`src/rtl/network_mac_pipe.sv`:
```
// network_mac_pipe: pipelined signed multiply-accumulate over first/last framed beats, then round-half-up, shift, narrow.
// Build option NETWORK_MAC_SAT_EN: saturate the narrowed result and flag ovf; otherwise the result wraps and ovf is 0.
module network_mac_pipe #(
  parameter int ID        = 1,
  parameter int A_W       = 16,
  parameter int B_W       = 11,
  parameter int B_SIGNED  = 0,
  parameter int NUM_STAGE = 3,
  parameter int ACC_W     = 40,
  parameter int SHIFT     = 10,
  parameter int OUT_W     = 16
) (
  input  logic             clk,
  input  logic             reset,
  input  logic             ce,
  input  logic             in_valid,
  input  logic             first,
  input  logic             last,
  input  logic [A_W-1:0]   din0,
  input  logic [B_W-1:0]   din1,
  output logic             out_valid,
  output logic [OUT_W-1:0] dout,
  output logic             ovf
);
  localparam int P_W = A_W + B_W;
  localparam int R_W = ACC_W + 1;
  // Half of one output LSB; zero when there is no shift.
  localparam logic [R_W-1:0] RND = (R_W'(1) << SHIFT) >> 1;

  if (ID < 0 || NUM_STAGE < 2 || ACC_W < P_W || SHIFT < 0 || SHIFT >= ACC_W || OUT_W > ACC_W)
  begin : g_bad_param
    $error("network_mac_pipe: illegal parameter set");
  end

  logic signed [A_W-1:0]   a_q, a_d;
  logic        [B_W-1:0]   b_q, b_d;
  logic signed [P_W-1:0]   a_ext, b_ext;
  logic signed [P_W-1:0]   p_q [2:NUM_STAGE];
  logic signed [P_W-1:0]   p_d [2:NUM_STAGE];
  logic [NUM_STAGE:1]      v_q, v_d, f_q, f_d, l_q, l_d;
  logic signed [ACC_W-1:0] acc_q, acc_d, acc_sum;
  logic signed [R_W-1:0]   sum_r;
  logic                    out_valid_q, out_valid_d;
  logic [OUT_W-1:0]        dout_q, dout_d;
`ifdef NETWORK_MAC_SAT_EN
  localparam logic signed [R_W-1:0] SAT_MAX = (R_W'(1) << (OUT_W-1)) - R_W'(1);
  localparam logic signed [R_W-1:0] SAT_MIN = -(R_W'(1) << (OUT_W-1));
  logic signed [R_W-1:0]   r;
  logic                    ovf_q, ovf_d;
`endif

  always_comb begin
    a_d = din0;
    b_d = din1;
    v_d = {v_q[NUM_STAGE-1:1], in_valid};
    f_d = {f_q[NUM_STAGE-1:1], first};
    l_d = {l_q[NUM_STAGE-1:1], last};

    // Operands widened to the product width so the multiply is exact.
    a_ext = P_W'(a_q);
    b_ext = (B_SIGNED != 0) ? P_W'($signed(b_q)) : P_W'({1'b0, b_q});
    p_d[2] = a_ext * b_ext;
    for (int s = 3; s <= NUM_STAGE; s++) p_d[s] = p_q[s-1];

    acc_sum = f_q[NUM_STAGE] ? ACC_W'(p_q[NUM_STAGE]) : acc_q + ACC_W'(p_q[NUM_STAGE]);
    acc_d   = v_q[NUM_STAGE] ? acc_sum : acc_q;
    sum_r   = R_W'(acc_sum) + RND;

    out_valid_d = v_q[NUM_STAGE] & l_q[NUM_STAGE];
    dout_d      = dout_q;
`ifdef NETWORK_MAC_SAT_EN
    r     = sum_r >>> SHIFT;
    ovf_d = 1'b0;
    if (out_valid_d) begin
      if (r > SAT_MAX) begin
        dout_d = SAT_MAX[OUT_W-1:0];
        ovf_d  = 1'b1;
      end else if (r < SAT_MIN) begin
        dout_d = SAT_MIN[OUT_W-1:0];
        ovf_d  = 1'b1;
      end else begin
        dout_d = r[OUT_W-1:0];
      end
    end
`else
    if (out_valid_d) dout_d = OUT_W'(sum_r >>> SHIFT);
`endif
  end

  always_ff @(posedge clk) begin
    if (reset) begin
      v_q         <= '0;
      f_q         <= '0;
      l_q         <= '0;
      acc_q       <= '0;
      out_valid_q <= 1'b0;
      dout_q      <= '0;
`ifdef NETWORK_MAC_SAT_EN
      ovf_q       <= 1'b0;
`endif
    end else if (ce) begin
      v_q         <= v_d;
      f_q         <= f_d;
      l_q         <= l_d;
      acc_q       <= acc_d;
      out_valid_q <= out_valid_d;
      dout_q      <= dout_d;
`ifdef NETWORK_MAC_SAT_EN
      ovf_q       <= ovf_d;
`endif
    end
  end

  // Data stages need no reset: their valid tags gate every use.
  always_ff @(posedge clk) begin
    if (ce) begin
      a_q <= a_d;
      b_q <= b_d;
      p_q <= p_d;
    end
  end

  assign out_valid = out_valid_q;
  assign dout      = dout_q;
`ifdef NETWORK_MAC_SAT_EN
  assign ovf = ovf_q;
`else
  assign ovf = 1'b0;
`endif
endmodule

```
`config.mk`:
```
export PLATFORM = sky130hd
export DESIGN_NAME = network_mac_pipe
export DESIGN_NICKNAME = d
export VERILOG_FILES = /design/src/rtl/network_mac_pipe.sv
export SDC_FILE = /design/constraint.sdc
export NUM_CORES = 1
export LEC_CHECK = 0
export BUFFER_PORTS_ARGS = -buffer_cell sky130_fd_sc_hd__buf_2
export CORE_ASPECT_RATIO = 0.7
export CORE_MARGIN = 4
export CORE_UTILIZATION = 64
export CTS_CLUSTER_DIAMETER = 60
export CTS_CLUSTER_SIZE = 14
export DETAILED_ROUTE_END_ITERATION = 7
export GPL_TIMING_DRIVEN = 0
export MAX_ROUTING_LAYER = met4
export PLACE_DENSITY = 0.82
export SLEW_MARGIN = 20
export SYNTH_ARGS = -nofsm -noshare
export SYNTH_HDL_FRONTEND = slang
export SYNTH_SLANG_ARGS = --single-unit
```
`constraint.sdc`:
```
create_clock -name clk -period 6.6 [get_ports clk]
set_input_delay 0.66 -clock clk [delete_from_list [all_inputs] [get_ports clk]]
set_output_delay 0.66 -clock clk [all_outputs]
set_load 0.05 [all_outputs]
```
## Word-level counts from Yosys, hierarchy flattened

Index checks and enable logic that the tools add are counted.

- Add/sub/neg operators: 2
- $mul: 1
- Muxes and demuxes: 1
- Bitwise operators: 1
- Reductions and logical operators: 2

Operator list:

| cell | number |
|---|---|
| 40-bit by 27-bit adder with 40-bit output | 1 |
| 40-bit 2-to-1 mux | 1 |
| 16-bit by 12-bit multiplier with 27-bit output | 1 |
| 26-bit by 11-bit adder with 26-bit output (second input constant) | 1 |
| 2-bit AND reduction | 2 |
| 1-bit bitwise AND | 1 |

- Register bits: 147

## Depth between registers and ports, before layout

Gate-level depths: netlist (run 1).

- Word-level depth: 3
- Gate-level depth with buffers: 21

## Worst setup path after synthesis (run 1)

OpenSTA, ideal clock, no wires.

- Path kind: flip-flop to flip-flop
- Start point: register b_q[5]
- End point: register p_q (netlist bit p_d[25]), data pin
- Data arrival time: 5.460 ns
- Required time: 6.340 ns
- Slack: 0.880 ns
- Cell stages (with the launch flop): 20
- Buffers on the path: 1
- Path through: edfxtp_1 clkbuf_1 nand2_1 fa_1 fa_1 fa_1 inv_1 fa_1 inv_1 fa_1 inv_1 ha_1 and2_1 a221o_1 a311oi_1 o211ai_1 a311o_1 a211o_1 a21oi_1 xnor2_1

RTL lines:

| what | RTL line | RTL |
|---|---|---|
| start, declared | 36 | `logic [B_W-1:0] b_q, b_d;` |
| start signal, assigned | 118 | `b_q <= b_d;` |
| end signal, assigned | 119 | `p_q <= p_d;` |
| end, declared | 38 | `logic signed [P_W-1:0] p_q [2:NUM_STAGE];` |

==> results of run 1 <==
[layout by cell type, fill, tap and decap left out, drive strengths merged, types with 6 or more instances in the layout]
cell / Yosys / layout
a311oi: 6 / 6
a21oi: 48 / 48
o211ai: 15 / 15
ha: 83 / 83
edfxtp: 79 / 79
xnor2: 31 / 31
clkbuf: 43 / 59
dfxtp: 52 / 52
nor2: 72 / 72
and3: 11 / 11
or3: 7 / 7
and2: 72 / 72
a211oi: 20 / 20
buf: 16 / 73
o21a: 6 / 6
o21ai: 24 / 24
o311ai: 6 / 6
nand3: 22 / 22
a21o: 15 / 15
nor2b: 9 / 9
nor3b: 8 / 8
inv: 220 / 221
mux2i: 15 / 15
a31oi: 10 / 10
nand4: 11 / 11
fa: 154 / 154
nor3: 8 / 8
xor2: 17 / 17
nand2: 193 / 193
[worst paths after layout]
| path | end | slack, ns |
|---|---|---|
| setup reg to reg | p_d[25] | 0.28 |
| hold reg to reg | p_q[12] | 0.41 |
| hold / removal | a_q[15] | 0.40 |
| setup / recovery | p_d[25] | 0.28 |
[power by group through the flow]
stage	Combinational [mW]	Sequential (mW)	Clock, mW
3_3_place_gp	4.66	1.39	0
5_1_grt	5.70	1.39	1.07
2_1_floorplan	3.92	1.36	0
4_1_cts	4.94	1.38	1.03
3_5_place_dp	4.86	1.39	0
6_report	5.00	1.38	1.03
[kinds of logic after synthesis]
kind of cell	count (synthesis)
AND/OR/NAND/NOR	432
XOR/XNOR	48
multiplexers	18
flip-flops	131
other	1
adder cells (fa/ha/maj)	237
AO/OA/AOI/OAI	190
buffers and inverters	279
[registers in the layout, indices dropped and copies added (netlist names), 3 cells and up]
signal / flops
dout: 16
v_q: 3
acc_q: 26
f_q: 3
p_d: 26
a_q: 16
p_q: 26
l_q: 3
b_q: 11
[final cells by class]
class                           instances  area [um2]
Buffer                                 58         254
Clock buffer                           19         443
Clock inverter                         12         181
Fill cell                            1430        5210
Inverter                              220         826
Multi-Input combinational cell        926        8160
Sequential cell                       131        3410
Tap cell                              264         330
Timing Repair Buffer                   55         315
[per-stage QoR]
stage	cells	cell area (um2)	util (%)	total power, mW
6_report	1685	13900	72.8	7.40
5_1_grt	1685	13900	72.8	8.16
4_1_cts	1680	13900	72.5	7.35
3_5_place_dp	1649	13200	69.2	6.25
3_3_place_gp	1648	13200	69.0	6.04
2_1_floorplan	1336	12600	-	5.27
[synthesized netlist by cell type (all sizes together) (16+ instances only)]
library cell	count
fa	154
nor2	72
a211oi	20
buf	16
nand2	193
xnor2	31
ha	83
xor2	17
and2	72
dfxtp	52
clkbuf	43
nand3	22
o21ai	24
edfxtp	79
inv	220
a21oi	48
[what timing repair did]
action,CTS,global route
setup endpoints to repair,1,5
gates resized for setup,1,16
setup buffers,0,6
gates cloned,0,0
[per-layer routing]
layer  up-vias  track usage (%)  wire length (um)
li1       4511                -                 -
met1      4914             43.4             13500
met2       461             42.8             13600
met3        38             7.97              3040
met4         0             6.78               430
met5         -                -                 0
==> results.md, run 1 <==
| Step | Quantity | This run |
|:---|:---|:---|
| clock network | Htree depth | 4 |
| critical path | Required time of the critical path | 6.77 ns |
| power | Internal power component | 4.11 mW |
| sta | Maximum operating frequency | 158 MHz |
| power | Clock share of power | 13.9% |
| grt | Gr ovfl total | 0 |
| clock network | TritonCTS clock tree | done |
| sta | Post-route worst setup slack | 0.281 ns |
| routing | Antenna Violating Nets Remaining | 0 |
| status | Status | finished, final reports clean |
| power | Pwr/cell area | 532 nW/um2 |
| critical path | Setup crit start kind | flip-flop |
| clock network | Number of buffers added by the clock tree synthesis step | 17 |
| final layout | Fraction of layout cells with a size suffix above 1 | 8.59% |
| synth | Part of the Yosys area used for sequential elements | 27.0% |
| synth | Avg Synthesized Cell Area | 9.46 um2 |
| synth | Synthesized-area fraction occupied by xor and xnor cells | 3.33% |
| synth | Synth top area cells | sky130_fd_sc_hd__fa_1 24%, sky130_fd_sc_hd__edfxtp_1 19%, sky130_fd_sc_hd__dfxtp_1 8.2%, sky130_fd_sc_hd__ha_1 8.2%, sky130_fd_sc_hd__inv_1 6.5% |
| grt | Total track usage | 30.0% |
| critical path | Max FO, Critical Path | 10 |
| synth | Cells after synthesis | 1336 |
| clock network | Clock transition at path regs | 0.06 ns |
| clock network | Count of hold-fix buffers inserted at cts | 0 |
| power | Net switching power | 3.29 mW |
| place | Quantity of I/O buffers inserted on ports | 48 |
| synth | Total number of yosys warnings | 0 |
| synth | Cell area after synthesis | 12600 um2 |
| die | Core Box Area | 19100 um2 |
| synth | Number of flops mapped to enable cells by yosys | 79 |
| synth | Mapped Nets | 1606 |
| power | Share of total power consumed by net switching | 44.5% |
| clock network | Sinks on the clock net | 131 |
| final layout | P&R area growth vs syn | 10.1% |
| critical path | Cell with the largest stage delay on the worst path | sky130_fd_sc_hd__fa_1 |
| sta | Fin. max-slew vios | 0 |
| synth | Number of library cell types mapped by synthesis | 71 |
| critical path | Buffers & Inverters on Critical Path | 4 |
| final layout | Number of nets at the end of the flow | 1679 |
| critical path | Source of the critical timing path | a_q[1] |
| routing | Routed via count divided by cell count | 5.89 |
| critical path | Cell repeated most along the worst path | sky130_fd_sc_hd__fa_1 |
| power | Portion of total power attributed to sequential cells | 18.6% |
| sta | Hold violation total from the final report | 0 |
| synth | Share of cell area taken by muxes after synthesis | 1.46% |
| critical path | Stage delay of the slowest cell on the critical path | 0.53 ns |
| clock network | Max clock buf depth | 2 |
| final layout | ANT cells | 0 |
| sta | Actual transition at the worst max-transition pin | 0.927 ns |
| sta | Period Utilization, post-route | 95.7% |
| sta | Total Negative Setup Slacks | 0 ns |
| clock network | Root buf cell | sky130_fd_sc_hd__clkbuf_16 |
| synth | Register bit total from synthesis | 131 |
| sta | Clk_skew | 0.00921 ns |
| synth | Asr flop ratio synth | 0% |
| synth | Synthesized-area fraction occupied by ao, oa, aoi and oai cells | 10.8% |
| routing | Drc violations | 0 |
| grt | Via count of the first global-routing pass | 9877 |
| die | Die width | 176 um |
| worst hold path | Cell depth of the worst min-delay path | 1 |
| die | Die extent in y | 126 um |
| place | HPWL after DPL | 23800 um |
| sta | Period minus WS final | 6.32 ns |
| sta | Total of endpoints with negative setup slack in the final report | 0 |
| place | Worst Setup Slack post-DPL | -0.00632 ns |
| worst hold path | Hold path start | din0[15] |
| die | Ports placed on the boundary | 51 |
| power | Leakage | 6.41 nW |
| synth | Largest family of logic cells by synthesized area | adder cells |
| die | Die area | 22100 um2 |
| sta | Worst max-slew margin expressed relative to the limit | 38.2% |
| critical path | Startpoint of the most critical register-to-register path | a_q[1] |
| synth | Simple logic cell fraction of the synthesized area | 16.3% |
| sta | Worst hold margin | 0.399 ns |
| grt | Antenna violations before repair | 0 |
| grt | Pin count of the biggest net entering global routing | 62 |
| critical path | Arr. time, crit path | 6.49 ns |
| critical path | Number of cells on the worst reg-to-reg path | 19 |
| critical path | Cell family with the largest share of critical-path delay | adder cells |
| power | Worst IR drop on VDD | 0.00143 V |
| clock network | Latest clock arrival within the worst-skew pair | 0.43 ns |
| critical path | Instance count on the critical path | 19 |
| critical path | CP Class | reg2reg |
| power | Power share of the combinational group | 67.6% |
| routing | Iter 0 DRT Violations | 924 |
| critical path | Crit path capture type | flip-flop |
| job | Number of max-cap violations | 0 |
| routing | Number of detailed-routing iterations run before antenna repair | 5 |
| synth | Top_reg_cell synth | sky130_fd_sc_hd__edfxtp_1 |
| place | Final weighted congestion of routability-driven global placement | 0.988 |
| critical path | Cell breakdown of the critical path | clkbuf_1 -> nand2_1 -> fa_1 -> fa_1 -> fa_1 -> inv_1 -> fa_1 -> inv_1 -> fa_1 -> inv_1 -> ha_1 -> and2_1 -> a221o_1 -> a311oi_2 -> o211ai_1 -> a311o_1 -> a211o_1 -> a21oi_1 -> xnor2_1 |
| worst hold path | Path class of the lowest-slack min-delay path | in2reg |
| grt | Wire length of the first global-routing pass | 50600 um |
| die | Initial standard-cell utilization of the core | 66.1% |
| die | Count of standard-cell rows | 42 |
| sta | RSZ-0062 raised after global routing | no |
| routing | Final wirelength | 30600 um |
| synth | Biggest area consumer among synthesized cells | sky130_fd_sc_hd__fa_1 |
| synth | Fraction of post-synthesis cell area in the top cell type by area | 24.4% |
| routing | Average routed wire per standard cell | 18.2 um |
| routing | Vias | 9924 |
| synth | Share of synthesized cell area in full adder, half adder and majority cells | 32.6% |
(Power assumes the default switching activity.)
==> run 2, diff against run 1 <==
--- a/config.mk
+++ b/config.mk
@@ -7,14 +7,14 @@
 export LEC_CHECK = 0
 export BUFFER_PORTS_ARGS = -buffer_cell sky130_fd_sc_hd__buf_2
 export CORE_ASPECT_RATIO = 0.7
-export CORE_MARGIN = 4
+export CORE_MARGIN = 3
 export CORE_UTILIZATION = 64
 export CTS_CLUSTER_DIAMETER = 60
 export CTS_CLUSTER_SIZE = 14
 export DETAILED_ROUTE_END_ITERATION = 7
 export GPL_TIMING_DRIVEN = 0
 export MAX_ROUTING_LAYER = met4
-export PLACE_DENSITY = 0.82
+export PLACE_DENSITY = 0.81
 export SLEW_MARGIN = 20
 export SYNTH_ARGS = -nofsm -noshare
 export SYNTH_HDL_FRONTEND = slang
==> run 2 against run 1 <==
Power down 1.7%; critical path depth shrank 1; combinational power hardly changed; via count down 1.2%; fmax down 0.14%; sequential share of layout area grew 0.11 points; die area shrank 2.7%; sequential power about the same; clock skew is 0.0011 ns higher; worst setup slack lost 0.0087 ns; wire length rose by 0.34%; flip-flop and latch count did not move.
==> results.md, run 2 (synthesis gave the netlist of run 1 again) <==
| Step | Quantity | This run | Change |
|:---|:---|:---|:---|
| status | Status | finished, final reports clean |  |
| sta | Actual transition at the worst max-transition pin | 0.871 ns | -0.0556 ns |
| final layout | Final Util | 72.4% | -0.32 points |
| clock network | Clock transition at path regs | 0.06 ns | about the same |
| final layout | Fraction of layout cells with a size suffix above 1 | 8.78% | +0.20 points |
| routing | Number of detailed-routing iterations run before antenna repair | 5 | unchanged |
| critical path | CP Class | reg2reg |  |
| grt | Antenna violations before repair | 0 | unchanged |
| sta | Hold violation total from the final report | 0 | unchanged |
| final layout | Most frequent cells in the layout | 220 x sky130_fd_sc_hd__inv_1, 193 x sky130_fd_sc_hd__nand2_1, 154 x sky130_fd_sc_hd__fa_1, 83 x sky130_fd_sc_hd__ha_1, 79 x sky130_fd_sc_hd__edfxtp_1 |  |
| critical path | Stage delay of the slowest cell on the critical path | 0.61 ns | +0.08 ns |
| worst hold path | Path class of the lowest-slack min-delay path | in2reg |  |
| critical path | Buffers & Inverters on Critical Path | 4 | unchanged |
| die | Die extent in y | 124 um | -1.6% |
| grt | Via count of the first global-routing pass | 9732 | -1.5% |
| grt | Total track usage | 31.6% | +1.6 points |
| sta | Period minus WS final | 6.33 ns | +0.00865 ns |
| routing | Vias | 9805 | -1.2% |
| final layout | Filler-free cell count of the finished design | 1687 | +0.12% |
| clock network | Number of buffers added by the clock tree synthesis step | 17 | unchanged |
| critical path | Arr. time, crit path | 6.50 ns | about the same |
| critical path | Cell family with the largest share of critical-path delay | adder cells |  |
| critical path | Crit path capture type | flip-flop |  |
| clock network | Max clock buf depth | 2 | unchanged |
| final layout | P&R area growth vs syn | 9.66% |  |
| sta | Fin. max-slew vios | 0 | unchanged |
| routing | Met3 routed wirelength | 2960 um | -2.7% |
| sta | Clk_skew | 0.0103 ns | +0.00105 ns |
| final layout | Count of filler cells inserted in the layout | 1431 | +0.070% |
| clock network | Latest clock arrival within the worst-skew pair | 0.44 ns | about the same |
| place | Final weighted congestion of routability-driven global placement | 0.981 | -0.74% |
| routing | Drc violations | 0 | unchanged |
| die | Die area | 21500 um2 | -2.7% |
| routing | Antenna Violating Nets Remaining | 0 | unchanged |
| place | HPWL after DPL | 23900 um | +0.48% |
| grt | Pin count of the biggest net entering global routing | 54 | -13% |
| routing | Iter 0 DRT Violations | 898 | -2.8% |
| final layout | ANT cells | 0 | unchanged |
| critical path | Required time of the critical path | 6.78 ns | about the same |
| die | Core Box Area | 19100 um2 | unchanged |
| routing | Uppermost routed layer | met4 |  |
| clock network | TritonCTS clock tree | done |  |
| sta | Worst hold margin | 0.393 ns | -0.00607 ns |
| place | Quantity of I/O buffers inserted on ports | 48 | unchanged |
| die | Count of standard-cell rows | 42 | unchanged |
| critical path | Cell repeated most along the worst path | sky130_fd_sc_hd__fa_1 |  |
| place | Number of instances in the placed design | 1649 | unchanged |
| routing | Final wirelength | 30700 um | +0.34% |
| sta | Maximum operating frequency | 158 MHz | -0.14% |
| sta | Period Utilization, post-route | 95.9% | +0.13 points |
| critical path | Cell with the largest stage delay on the worst path | sky130_fd_sc_hd__o311ai_0 |  |
| sta | Worst max-slew margin expressed relative to the limit | 41.9% | +3.7 points |
| die | Initial standard-cell utilization of the core | 66.1% | unchanged |
| final layout | Number of nets at the end of the flow | 1680 | +0.060% |
| grt | Wire length of the first global-routing pass | 50700 um | +0.12% |
| routing | Average routed wire per standard cell | 18.2 um | +0.22% |
| routing | Routed met2 length | 13500 um | -0.73% |
| clock network | Root buf cell | sky130_fd_sc_hd__clkbuf_16 |  |
| power | Leakage | 6.40 nW | -0.13% |
| clock network | Sinks on the clock net | 131 | unchanged |
| grt | Gr ovfl total | 0 | unchanged |
| critical path | Max FO, Critical Path | 10 | unchanged |
| routing | Met1 layer wirelength in the final routing | 13900 um | +2.5% |
| place | Post-detailed-placement cell area | 13200 um2 | unchanged |
| critical path | Cell breakdown of the critical path | clkbuf_1 -> nand2_1 -> fa_1 -> fa_1 -> inv_1 -> ha_1 -> fa_1 -> inv_1 -> fa_1 -> inv_1 -> ha_1 -> a21boi_0 -> o211ai_1 -> a31oi_1 -> a211oi_1 -> o311ai_0 -> o41ai_1 -> xnor2_1 |  |
| power | Pwr/cell area | 525 nW/um2 | -1.3% |
| critical path | Setup crit start kind | flip-flop |  |
| clock network | Htree depth | 4 | unchanged |
| power | Total chip power | 7.27 mW | -1.7% |
| die | Ports placed on the boundary | 51 | unchanged |
| clock network | Count of hold-fix buffers inserted at cts | 0 | unchanged |
| final layout | Final Instance Area | 13900 um2 | -0.44% |
| routing | Routed via count divided by cell count | 5.81 | -1.3% |
| sta | Total of endpoints with negative setup slack in the final report | 0 | unchanged |
| final layout | Leading cell type in the layout, fill and taps excluded | sky130_fd_sc_hd__inv_1 |  |
| die | Die width | 174 um | -1.1% |
| power | Worst IR drop on VDD | 0.00105 V | -27% |
| job | Number of max-cap violations | 0 | unchanged |
run 2: changes by cell type in the layout (fill, tap and decap cells not counted), moves of 2 or more:
cell                         previous run  this run
sky130_fd_sc_hd__bufinv_16              4         0
sky130_fd_sc_hd__inv_4                  0         4
sky130_fd_sc_hd__clkbuf_2               3         6
sky130_fd_sc_hd__buf_2                 58        56
sky130_fd_sc_hd__clkinv_2               0         2
sky130_fd_sc_hd__clkinv_4               3         1
sky130_fd_sc_hd__clkinvlp_4             3         1
run 2: final cells by class:
class	count	area (um2)	share of cell area, %
timing repair buffer	56	323	2.33
sequential	131	3410	24.6
clock inverter	10	68.8	0.497
clock buffer	22	487	3.51
tap	264	330	2.38
inverter	220	826	5.96
multi-input combinational	926	8160	58.9
buffer	58	254	1.83
run 2: path summary, 6_finish.rpt:
kind                            startpoint  endpoint  slack (ns)  cells past startpoint
worst min register to register     p_d[14]   p_q[14]        0.41                      0
worst max register to register      a_q[3]   p_d[24]        0.27                     18
worst min-delay path               din1[6]    b_q[6]        0.39                      1
worst max-delay path                a_q[3]   p_d[24]        0.27                     18
run 2: power breakdown:
group          switching, mW  internal (mW)
combinational           2.82           2.16
sequential            0.0730           1.30
clock                  0.387          0.526
total                   3.28           3.99
run 2: per-layer routing:
layer / up-vias / global-route usage (%)
li1: 4512 / -
met1: 4845 / 44.9
met2: 406 / 46.3
met3: 42 / 8.01
met4: 0 / 6.83
met5: - / -
run 2: through the flow:
step,setup TNS (ns),setup WS (ns)
after floorplan,0,0.880
after global placement,0,0.0561
after detailed placement,-0.00763,-0.00763
after CTS,0,0.0112
after global routing,-0.00621,-0.00621
final,0,0.272
run 2: timing repair:
item | in CTS | in global routing
resized for setup | 4 | 7
endpoints found under the hold margin | 0 | 0
setup buffers | 0 | 7
setup endpoints to repair | 1 | 5
==> run 3, diff against run 2 <==
--- a/config.mk
+++ b/config.mk
@@ -15,6 +15,7 @@
 export GPL_TIMING_DRIVEN = 0
 export MAX_ROUTING_LAYER = met4
 export PLACE_DENSITY = 0.81
+export REMOVE_ABC_BUFFERS = 1
 export SLEW_MARGIN = 20
 export SYNTH_ARGS = -nofsm -noshare
 export SYNTH_HDL_FRONTEND = slang
==> constraint.sdc (replaced) <==
create_clock -name clk -period 6.6 [get_ports clk]
set_input_delay 0.66 -clock clk [delete_from_list [all_inputs] [get_ports clk]]
set_output_delay 0.66 -clock clk [all_outputs]
set_load 0.02 [all_outputs]
==> run 3 against run 2 <==
Core utilization decreased by 0.92 points; count of clock-buffer cells in the layout decreased by 4; sequential share of layout area increased by 0.32 points; non-clock buffer count decreased by 58; worst setup slack improved by 0.016 ns; power increased by 0.26%; critical path type unchanged.
==> results.md, run 3 (synthesis gave the netlist of run 1 again) <==
| Step | Quantity | This run | Change |
|:---|:---|:---|:---|
| power | Worst IR drop on VDD | 0.000892 V | -15% |
| critical path | Crit path capture type | flip-flop |  |
| critical path | Setup crit start kind | flip-flop |  |
| die | Die area | 21500 um2 | unchanged |
| routing | Routed via count divided by cell count | 5.86 | +0.82% |
| sta | Clk_skew | 0.0132 ns | +0.00293 ns |
| place | Worst Setup Slack post-DPL | 0.286 ns | +0.293 ns |
| place | Final weighted congestion of routability-driven global placement | 0.920 | -6.3% |
| sta | Worst hold margin | 0.394 ns | +0.000686 ns |
| clock network | Count of hold-fix buffers inserted at cts | 0 | unchanged |
| power | Portion of total power attributed to sequential cells | 19.3% | +0.4 points |
| final layout | Number of nets at the end of the flow | 1622 | -3.5% |
| clock network | Post-CTS Setup Bufs | 0 | unchanged |
| status | Status | finished, final reports clean |  |
| final layout | Area taken by flip-flops and latches | 3410 um2 | about the same |
| clock network | Htree depth | 4 | unchanged |
| power | Net switching power | 3.31 mW | +0.81% |
| routing | Final wirelength | 27700 um | -9.8% |
| final layout | P&R area growth vs syn | 8.28% |  |
| grt | Wire length of the first global-routing pass | 47200 um | -6.8% |
| die | Count of standard-cell rows | 42 | unchanged |
| clock network | TritonCTS clock tree | done |  |
| job | Number of max-cap violations | 0 | unchanged |
| sta | Maximum operating frequency | 158 MHz | +0.25% |
| clock network | Root buf cell | sky130_fd_sc_hd__clkbuf_16 |  |
| power | Internal power component | 3.98 mW | -0.19% |
| power | Power share of the combinational group | 67.7% | -0.8 points |
| sta | RSZ-0062 raised after global routing | no |  |
| sta | Total Negative Setup Slacks | 0 ns | unchanged |
| sta | Post-route worst setup slack | 0.288 ns | +0.0158 ns |
| sta | Hold violation total from the final report | 0 | unchanged |
| routing | Number of detailed-routing iterations run before antenna repair | 6 | +1 |
| die | Initial standard-cell utilization of the core | 66.1% | unchanged |
| final layout | Filler-free cell count of the finished design | 1629 | -3.4% |
| final layout | Final Util | 71.5% | -0.92 points |
| sta | Fin. max-slew vios | 0 | unchanged |
| power | Leakage | 6.30 nW | -1.5% |
| final layout | Count of filler cells inserted in the layout | 1420 | -0.77% |
| final layout | Area occupied by multi-input gates | 8150 um2 | about the same |
| grt | Pin count of the biggest net entering global routing | 61 | +13% |
| sta | Worst max-slew margin expressed relative to the limit | 29.3% | -13 points |
| routing | Drc violations | 0 | unchanged |
| critical path | CP Class | reg2reg |  |
| critical path | Max FO, Critical Path | 16 | +6 |
| die | Die width | 174 um | unchanged |
| final layout | ANT cells | 0 | unchanged |
| place | Post-detailed-placement cell area | 13000 um2 | -1.7% |
| routing | Iter 0 DRT Violations | 893 | -0.56% |
| grt | Total track usage | 28.4% | -3.2 points |
| die | Die extent in y | 124 um | unchanged |
| clock network | Max clock buf depth | 2 | unchanged |
| clock network | Latest clock arrival within the worst-skew pair | 0.44 ns | about the same |
| clock network | Post-CTS resize count | 0 | -4 |
| grt | Gr ovfl total | 0 | unchanged |
| grt | Antenna violations before repair | 0 | unchanged |
| clock network | Sinks on the clock net | 131 | unchanged |
| critical path | Required time of the critical path | 6.78 ns | about the same |
| sta | Total of endpoints with negative setup slack in the final report | 0 | unchanged |
| die | Core Box Area | 19100 um2 | unchanged |
| final layout | Leading cell type in the layout, fill and taps excluded | sky130_fd_sc_hd__inv_1 |  |
| final layout | Final Instance Area | 13700 um2 | -1.3% |
| power | Pwr/cell area | 533 nW/um2 | +1.5% |
| clock network | Clock transition at path regs | 0.07 ns | about the same |
| power | Clock share of power | 13.0% | +0.5 points |
| routing | Antenna Violating Nets Remaining | 0 | unchanged |
| power | Total chip power | 7.29 mW | +0.26% |
| worst hold path | Path class of the lowest-slack min-delay path | in2reg |  |
| die | Ports placed on the boundary | 51 | unchanged |
| routing | Average routed wire per standard cell | 17.0 um | -6.6% |
| place | HPWL after DPL | 20400 um | -14% |
| clock network | Number of buffers added by the clock tree synthesis step | 17 | unchanged |
| sta | Period minus WS final | 6.31 ns | -0.0158 ns |
| routing | Vias | 9546 | -2.6% |
| grt | Via count of the first global-routing pass | 9821 | +0.91% |
| place | Number of instances in the placed design | 1592 | -3.5% |
| sta | Period Utilization, post-route | 95.6% | -0.24 points |
| final layout | Most frequent cells in the layout | 220 x sky130_fd_sc_hd__inv_1, 193 x sky130_fd_sc_hd__nand2_1, 154 x sky130_fd_sc_hd__fa_1, 83 x sky130_fd_sc_hd__ha_1, 79 x sky130_fd_sc_hd__edfxtp_1 |  |
| power | Share of total power consumed by net switching | 45.4% | +0.25 points |
| critical path | Arr. time, crit path | 6.49 ns | about the same |
| place | Quantity of I/O buffers inserted on ports | 49 | +2.1% |
| sta | Actual transition at the worst max-transition pin | 1.06 ns | +0.188 ns |
| final layout | Fraction of layout cells with a size suffix above 1 | 7.99% | -0.80 points |
-- run 3: power by group through the flow --
stage	clock network, mW	registers [mW]	logic (mW)
after CTS	0.955	1.41	4.93
after detailed placement	0	1.43	4.84
after global placement	0	1.42	4.58
final	0.947	1.40	4.94
after floorplan	0	1.38	3.88
after global routing	0.996	1.42	5.64
-- run 3: worst max-delay path, stage by stage (launching register included) --
cell and delay, ns:
sky130_fd_sc_hd__edfxtp_1 0.75, sky130_fd_sc_hd__nand2_1 0.15, sky130_fd_sc_hd__fa_1 0.57, sky130_fd_sc_hd__fa_1 0.44, sky130_fd_sc_hd__fa_1 0.50, sky130_fd_sc_hd__inv_1 0.06
sky130_fd_sc_hd__fa_1 0.53, sky130_fd_sc_hd__inv_1 0.06, sky130_fd_sc_hd__fa_1 0.53, sky130_fd_sc_hd__inv_1 0.06, sky130_fd_sc_hd__ha_1 0.37, sky130_fd_sc_hd__and2_1 0.20
sky130_fd_sc_hd__a221o_1 0.33, sky130_fd_sc_hd__a311oi_1 0.39, sky130_fd_sc_hd__o211ai_1 0.22, sky130_fd_sc_hd__a311o_1 0.37, sky130_fd_sc_hd__a211o_1 0.28, sky130_fd_sc_hd__a21oi_1 0.17
sky130_fd_sc_hd__xnor2_1 0.08
-- run 3: area by class of cell --
| class | instances | share of cell area (%) |
|---|---|---|
| sequential | 131 | 25.0 |
| tap | 264 | 2.41 |
| clock buffer | 18 | 3.29 |
| timing repair buffer | 56 | 2.80 |
| multi-input combinational | 926 | 59.6 |
| clock inverter | 14 | 0.933 |
| inverter | 220 | 6.04 |
-- run 3: final timing paths --
check                                to  depth (start not counted)    start  slack (ns)
worst max-delay path            p_d[25]                         18   b_q[4]        0.29
worst min-delay path             a_q[4]                          1  din0[4]        0.39
worst max register to register  p_d[25]                         18   b_q[4]        0.29
worst min register to register  p_q[17]                          0  p_d[17]        0.42
-- run 3: routing by layer --
| metal | vias up | GRT usage, % | share of wire [%] |
|---|---|---|---|
| met5 | - | - | 0 |
| met3 | 59 | 4.76 | 6.2 |
| met1 | 4731 | 36.5 | 43 |
| li1 | 4404 | - | - |
| met2 | 352 | 47.4 | 49 |
| met4 | 0 | 8.23 | 1.7 |
